## config.mk

```make
export PLATFORM = sky130hd
export DESIGN_NAME = bf_exec_core_flat
export DESIGN_NICKNAME = d
export VERILOG_FILES = /design/src/rtl/bf_exec_core_if.sv /design/src/rtl/bf_exec_core.sv /design/src/flat_wrapper.sv
export SDC_FILE = /design/constraint.sdc
export NUM_CORES = 1
export LEC_CHECK = 0
export ABC_AREA = 1
export CORE_MARGIN = 5
export CORE_UTILIZATION = 40
export CTS_BUF_LIST = sky130_fd_sc_hd__clkbuf_4 sky130_fd_sc_hd__clkbuf_8 sky130_fd_sc_hd__clkbuf_16
export CTS_CLUSTER_DIAMETER = 120
export DETAILED_ROUTE_END_ITERATION = 7
export PLACE_DENSITY = 0.52
export SLEW_MARGIN = 40
export SYNTH_ARGS = -nofsm -noshare
export SYNTH_HDL_FRONTEND = slang
export SYNTH_SLANG_ARGS = --single-unit
```

## constraint.sdc

```tcl
create_clock -name clk -period 5.2 [get_ports clk]
set_input_delay 0.52 -clock clk [delete_from_list [all_inputs] [get_ports clk]]
set_output_delay 0.52 -clock clk [all_outputs]
set_load 0.005 [all_outputs]
```

## src/rtl/bf_exec_core_if.sv

```systemverilog
// bf_exec_core_if: program-fetch, output/input streams and status of the Brainfuck core.
interface bf_exec_core_if #(
    parameter int CELL_W = 8,
    parameter int PC_W   = 8
);
    logic              start;
    logic              instr_req;
    logic [PC_W-1:0]   instr_addr;
    logic              instr_valid;
    logic [7:0]        instr_data;
    logic              out_valid;
    logic              out_ready;
    logic [CELL_W-1:0] out_data;
    logic              in_valid;
    logic              in_ready;
    logic [CELL_W-1:0] in_data;
    logic              busy;
    logic              halted;
    logic              error;
    modport slave (
        input  start, instr_valid, instr_data, out_ready, in_valid, in_data,
        output instr_req, instr_addr, out_valid, out_data, in_ready, busy, halted, error
    );
    modport master (
        output start, instr_valid, instr_data, out_ready, in_valid, in_data,
        input  instr_req, instr_addr, out_valid, out_data, in_ready, busy, halted, error
    );
endinterface

```

## src/rtl/bf_exec_core.sv

```systemverilog
// bf_exec_core: Brainfuck interpreter core with fetch handshake, internal tape and loop stack.
module bf_exec_core #(
    parameter int CELL_W      = 8,
    parameter int TAPE_DEPTH  = 16,
    parameter int PC_W        = 8,
    parameter int STACK_DEPTH = 8
) (
    input logic          clk,
    input logic          rst,
    bf_exec_core_if.slave bus
);
    localparam int PTR_W = $clog2(TAPE_DEPTH);
    localparam int SP_W  = $clog2(STACK_DEPTH + 1);

    typedef enum logic [2:0] {
        S_IDLE, S_FETCH, S_EXEC, S_SKIP, S_OUT_WAIT, S_IN_WAIT, S_HALT, S_ERROR
    } state_t;

    state_t            r_state, w_next, w_adv;
    logic [PC_W-1:0]   r_pc;
    logic [PTR_W-1:0]  r_ptr;
    logic [CELL_W-1:0] r_tape [TAPE_DEPTH];
    logic [PC_W-1:0]   r_stack [1 << SP_W];
    logic [SP_W-1:0]   r_sp;
    logic [PC_W:0]     r_skip;
    logic [7:0]        r_instr;
    logic [CELL_W-1:0] w_cell;
    logic [PC_W:0]     w_pc_inc, w_jmp;
    logic              w_idle, w_clear, w_full, w_jump;

    assign w_cell   = r_tape[r_ptr];
    assign w_pc_inc = {1'b0, r_pc} + 1'b1;
    assign w_jmp    = {1'b0, r_stack[r_sp - 1'b1]} + 1'b1;
    assign w_idle   = r_state inside {S_IDLE, S_HALT, S_ERROR};
    assign w_clear  = w_idle && bus.start;
    assign w_full   = r_sp == SP_W'(STACK_DEPTH);
    assign w_jump   = r_instr == 8'h5D && w_cell != '0;
    // Carry out of the PC increment means the program ran off the end of memory.
    assign w_adv    = w_pc_inc[PC_W] ? S_HALT : S_FETCH;

    always_ff @(posedge clk)
        r_state <= rst ? S_IDLE : w_next;

    always_comb begin
        w_next = r_state;
        case (r_state)
            S_IDLE, S_HALT, S_ERROR: w_next = bus.start ? S_FETCH : r_state;
            S_FETCH: w_next = bus.instr_valid ? (r_skip != '0 ? S_SKIP : S_EXEC) : S_FETCH;
            S_EXEC: begin
                case (r_instr)
                    8'h2E:   w_next = S_OUT_WAIT;
                    8'h2C:   w_next = S_IN_WAIT;
                    8'h00:   w_next = S_HALT;
                    8'h5B:   w_next = (w_cell != '0 && w_full) ? S_ERROR : w_adv;
                    8'h5D:   w_next = r_sp == '0 ? S_ERROR : w_jump ? (w_jmp[PC_W] ? S_HALT : S_FETCH) : w_adv;
                    default: w_next = w_adv;
                endcase
            end
            S_SKIP:     w_next = r_instr == 8'h00 ? S_ERROR : w_adv;
            S_OUT_WAIT: w_next = bus.out_ready ? w_adv : r_state;
            S_IN_WAIT:  w_next = bus.in_valid ? w_adv : r_state;
            default:    w_next = S_IDLE;
        endcase
    end

    always_ff @(posedge clk) begin
        if (rst || w_clear) begin
            r_pc    <= '0;
            r_ptr   <= '0;
            r_sp    <= '0;
            r_skip  <= '0;
            r_instr <= '0;
            for (int i = 0; i < TAPE_DEPTH; i++) r_tape[i] <= '0;
        end else begin
            case (r_state)
                S_FETCH: if (bus.instr_valid) r_instr <= bus.instr_data;
                S_EXEC: begin
                    case (r_instr)
                        8'h2B: r_tape[r_ptr] <= w_cell + 1'b1;
                        8'h2D: r_tape[r_ptr] <= w_cell - 1'b1;
                        8'h3E: r_ptr <= r_ptr + 1'b1;
                        8'h3C: r_ptr <= r_ptr - 1'b1;
                        8'h5B: begin
                            if (w_cell == '0) r_skip <= 1;
                            else if (!w_full) begin
                                r_stack[r_sp] <= r_pc;
                                r_sp          <= r_sp + 1'b1;
                            end
                        end
                        8'h5D: if (r_sp != '0 && w_cell == '0) r_sp <= r_sp - 1'b1;
                        default: ;
                    endcase
                    // I/O advances the PC on completion; 0x00 leaves it where it halted.
                    if (!(r_instr inside {8'h2E, 8'h2C, 8'h00}))
                        r_pc <= w_jump ? w_jmp[PC_W-1:0] : w_pc_inc[PC_W-1:0];
                end
                S_SKIP: begin
                    r_skip <= r_instr == 8'h5B ? r_skip + 1'b1 : r_instr == 8'h5D ? r_skip - 1'b1 : r_skip;
                    r_pc   <= w_pc_inc[PC_W-1:0];
                end
                S_OUT_WAIT: if (bus.out_ready) r_pc <= w_pc_inc[PC_W-1:0];
                S_IN_WAIT: begin
                    if (bus.in_valid) begin
                        r_tape[r_ptr] <= bus.in_data;
                        r_pc          <= w_pc_inc[PC_W-1:0];
                    end
                end
                default: ;
            endcase
        end
    end

    assign bus.instr_req  = r_state == S_FETCH;
    assign bus.instr_addr = r_pc;
    assign bus.out_valid  = r_state == S_OUT_WAIT;
    assign bus.out_data   = bus.out_valid ? w_cell : '0;
    assign bus.in_ready   = r_state == S_IN_WAIT;
    assign bus.busy       = !w_idle;
    assign bus.halted     = r_state == S_HALT;
    assign bus.error      = r_state == S_ERROR;
endmodule
```

## src/flat_wrapper.sv

```systemverilog
// flat-port wrapper written by rule: the top's interface ports become plain ports
module bf_exec_core_flat 
#(
    parameter int CELL_W      = 8,
    parameter int TAPE_DEPTH  = 16,
    parameter int PC_W        = 8,
    parameter int STACK_DEPTH = 8
)
  (clk, rst, bus_start, bus_instr_valid, bus_instr_data, bus_out_ready, bus_in_valid, bus_in_data, bus_instr_req, bus_instr_addr, bus_out_valid, bus_out_data, bus_in_ready, bus_busy, bus_halted, bus_error);
  bf_exec_core_if #(.CELL_W(CELL_W), .PC_W(PC_W)) bus_i ();
  input logic clk;
  input logic rst;
  input wire logic [$bits(bus_i.start)-1:0] bus_start;
  input wire logic [$bits(bus_i.instr_valid)-1:0] bus_instr_valid;
  input wire logic [$bits(bus_i.instr_data)-1:0] bus_instr_data;
  input wire logic [$bits(bus_i.out_ready)-1:0] bus_out_ready;
  input wire logic [$bits(bus_i.in_valid)-1:0] bus_in_valid;
  input wire logic [$bits(bus_i.in_data)-1:0] bus_in_data;
  output wire logic [$bits(bus_i.instr_req)-1:0] bus_instr_req;
  output wire logic [$bits(bus_i.instr_addr)-1:0] bus_instr_addr;
  output wire logic [$bits(bus_i.out_valid)-1:0] bus_out_valid;
  output wire logic [$bits(bus_i.out_data)-1:0] bus_out_data;
  output wire logic [$bits(bus_i.in_ready)-1:0] bus_in_ready;
  output wire logic [$bits(bus_i.busy)-1:0] bus_busy;
  output wire logic [$bits(bus_i.halted)-1:0] bus_halted;
  output wire logic [$bits(bus_i.error)-1:0] bus_error;
  assign bus_i.start = bus_start;
  assign bus_i.instr_valid = bus_instr_valid;
  assign bus_i.instr_data = bus_instr_data;
  assign bus_i.out_ready = bus_out_ready;
  assign bus_i.in_valid = bus_in_valid;
  assign bus_i.in_data = bus_in_data;
  assign bus_instr_req = bus_i.instr_req;
  assign bus_instr_addr = bus_i.instr_addr;
  assign bus_out_valid = bus_i.out_valid;
  assign bus_out_data = bus_i.out_data;
  assign bus_in_ready = bus_i.in_ready;
  assign bus_busy = bus_i.busy;
  assign bus_halted = bus_i.halted;
  assign bus_error = bus_i.error;
  bf_exec_core #(.CELL_W(CELL_W), .TAPE_DEPTH(TAPE_DEPTH), .PC_W(PC_W), .STACK_DEPTH(STACK_DEPTH)) u_core (.clk(clk), .rst(rst), .bus(bus_i));
endmodule
```

==> results.json <==
{
  "outcome": "complete, no violations",
  "ant_nets": 0,
  "first_pass_iters": 5,
  "hold_viol": 0,
  "finalCoreUtilization_pct": 46.0,
  "synth_cell_types": 46,
  "required_ns": 5.45,
  "synth-main-ff-cell": "edfxtp_1",
  "cts_tree": "yes",
  "critPathBufInv": 3,
  "antenna_cells": 0,
  "power.total_uw": 6360,
  "rsz0062_at_grt": "no",
  "slowest_delay_ns": 0.81,
  "maxCapViolCount": 0,
  "fin_crit_sh_pct": 80.8,
  "drive_gt1_share_pct": 7.14,
  "setup_viol": 0,
  "grt_pass1_wl_mm": 59.8,
  "synth_area_per_cell_um2": 9.20,
  "core-area_um2": 35500,
  "r2r_cells": 14,
  "synth_seq_cells": 296,
  "slew_headroom_pct": 44.3,
  "fp.dieW_um": 199,
  "skew_ns": 0.0207,
  "worstPathMaxFanout": 17,
  "grt_use_met1_pct": 28.6,
  "syn_inst": 1556,
  "hold_path_startpoint": "u_core.r_skip[6]",
  "routed_wl_mm": 38.5,
  "cts-root-buf": "clkbuf_16",
  "grt_max_degree": 69,
  "dieArea_um2": 39700,
  "gr-usage-met3_pct": 3.59,
  "numPortBuffers": 43,
  "max_clock_freq_mhz": 238,
  "top_usage_layer": "met2",
  "synth-edff-count": 256,
  "antenna_found_initial": 0,
  "dp.cells": 2026,
  "irDropWorstVdd_mv": 0.280,
  "worstSetupPathType": "reg2reg",
  "grt_pass1_vias": 10500,
  "path_cells": "inv_1 > nand3_1 > nand3_1 > nand2_1 > inv_1 > fa_1 > o21ai_0 > a21oi_1 > o21ai_0 > nand2_1 > nand3_1 > nand2_1 > inv_1 > nor2_1",
  "area_growth_pct": 14.1,
  "grt_usage_pct": 19.4,
  "cts-resized-gates": 0,
  "drt_iter0_drc": 870,
  "cts_buffers": 34,
  "pre_cts_slack_ns": 1.07,
  "endpoint_kind": "flip-flop",
  "grt_use_met2_pct": 29.6,
  "viasPerCell": 5.17,
  "clk_path_buf_depth": 3,
  "drc": 0,
  "cts_hold_buffers": 0,
  "dp_hpwl_mm": 24.9,
  "hp-class": "reg2reg",
  "syn_area_um2": 14300,
  "start_util_pct": 40.4,
  "overflow": 0,
  "yosysSeqAreaShare_pct": 59.3,
  "period_needed_ns": 4.20,
  "cts_sinks": 296,
  "power.leakage_uw": 0.00645,
  "dr_total_vias": 10800,
  "min_delay_path_depth": 2,
  "p_per_area_nw_per_um2": 389,
  "finalWorstSetupSlack_ns": 1.00,
  "path_clk_slew_ns": 0.06,
  "io_pins": 44,
  "cp.depth": 14,
  "worst_pin_slew_ns": 0.830,
  "nNetsFinal": 1648,
  "stdcell_count": 2086,
  "cts_setup_buffers": 0,
  "arrival_ns": 4.45,
  "gp_congestion": 0.850,
  "cp_top_family": "buffers and inverters",
  "htreeDepth": 2,
  "cp-start-kind": "flip-flop",
  "yosysWarnings": 0,
  "timing.final.max_slew_violations": 0,
  "routedWlPerCell_um": 18.4,
  "cp_slowest_cell": "dfxtp_1",
  "die_y_um": 199,
  "fp-row-count": 69,
  "synthArstFlopShare_pct": 0,
  "clk_latency_ns": 0.53,
  "finalSetupTns_ns": 0
}
## per-stage QoR
step	hold slack, ns	instance area (um2)
after floorplan	0.454	14300
after global placement	0.472	15200
after detailed placement	0.476	15200
after CTS	0.485	16300
after global routing	0.509	16300
final	0.484	16300
## state kept, by name, indices dropped and copies added, names as in the netlist, named ones only
register and count:
u_core.bus.instr_addr 8, u_core.r_instr 8, u_core.r_ptr 4, u_core.r_skip 9
u_core.r_sp 4, u_core.r_stack 128, u_core.r_state 3, u_core.r_tape 128
## final timing paths
path / endpoint / slack [ns]
hold reg to reg: u_core.r_skip[6] / 0.48
setup / recovery: u_core.r_tape[8][6] / 1.0
hold / removal: u_core.r_skip[6] / 0.48
setup reg to reg: u_core.r_tape[8][6] / 1.0
## layout make-up
cell class | count | area [um2]
fill | 3371 | 19100
sequential | 296 | 8490
multi-input combinational | 1066 | 5030
clock buffer | 48 | 1010
timing repair buffer | 65 | 596
tap | 461 | 577
inverter | 138 | 520
clock inverter | 12 | 108
## cell usage after synthesis (22+ instances only)
cell        n  area share [%]
nand2_1   412              11
edfxtp_1  256              54
nor2_1    237             6.2
nand3_1   174             6.1
inv_1     132             3.5
a21oi_1    60             2.1
o21ai_0    42             1.5
dfxtp_1    40             5.6
buf_2      23            0.80
clkbuf_1   22            0.58
ha_1       22             1.9
## cell usage in the layout (no fill, tap or decap), types with 3 or more instances in the layout
cell type and instances:
nand4_1 3, or2_2 3, clkinv_1 6, o211ai_1 14, a21oi_1 60, o21ai_4 5, nand2_1 412, inv_1 130
fa_1 3, o21ai_0 42, clkinv_2 4, edfxtp_1 256, nor2_2 5, conb_1 8, clkbuf_16 35, nand3b_1 3
xor2_1 14, nor2_1 237, xnor2_1 7, clkbuf_4 7, nor3_1 13, o21ai_1 6, dfxtp_2 4, inv_2 6
buf_4 22, a31oi_1 3, a22oi_1 6, nand3_1 174, ha_1 22, dfxtp_1 36, clkdlybuf4s50_1 43, clkbuf_8 6
nand2_2 6, nor4_1 3
## routing by layer
layer	wire length, um	part of all wire (%)
met2	17300	45
met4	925	2.4
met3	2270	5.9
met5	0	0
met1	18000	47
## cells by family after synthesis
family | Yosys count | synth area share [%]
AOI/OAI and AO/OA | 147 | 5.96
xor gates and xnor gates | 22 | 1.40
adders and majority gates | 25 | 2.34
buffers and inverters | 201 | 6.07
DFF | 296 | 59.3
other | 1 | 0.0262
and+or+nand+nor | 864 | 24.9
## report_power, final
part           switching (uW)  total (uW)  leakage (uW)  internal (uW)
Clock                     954        2410      0.000563           1450
Combinational             671         936       0.00296            265
Sequential                110        3010       0.00292           2900
## tightest hold or removal path: stages (launching register included)
cell and delay (ns):
dfxtp_1 0.32, nand2_1 0.06, a21oi_1 0.05
(Power assumes the default switching activity.)
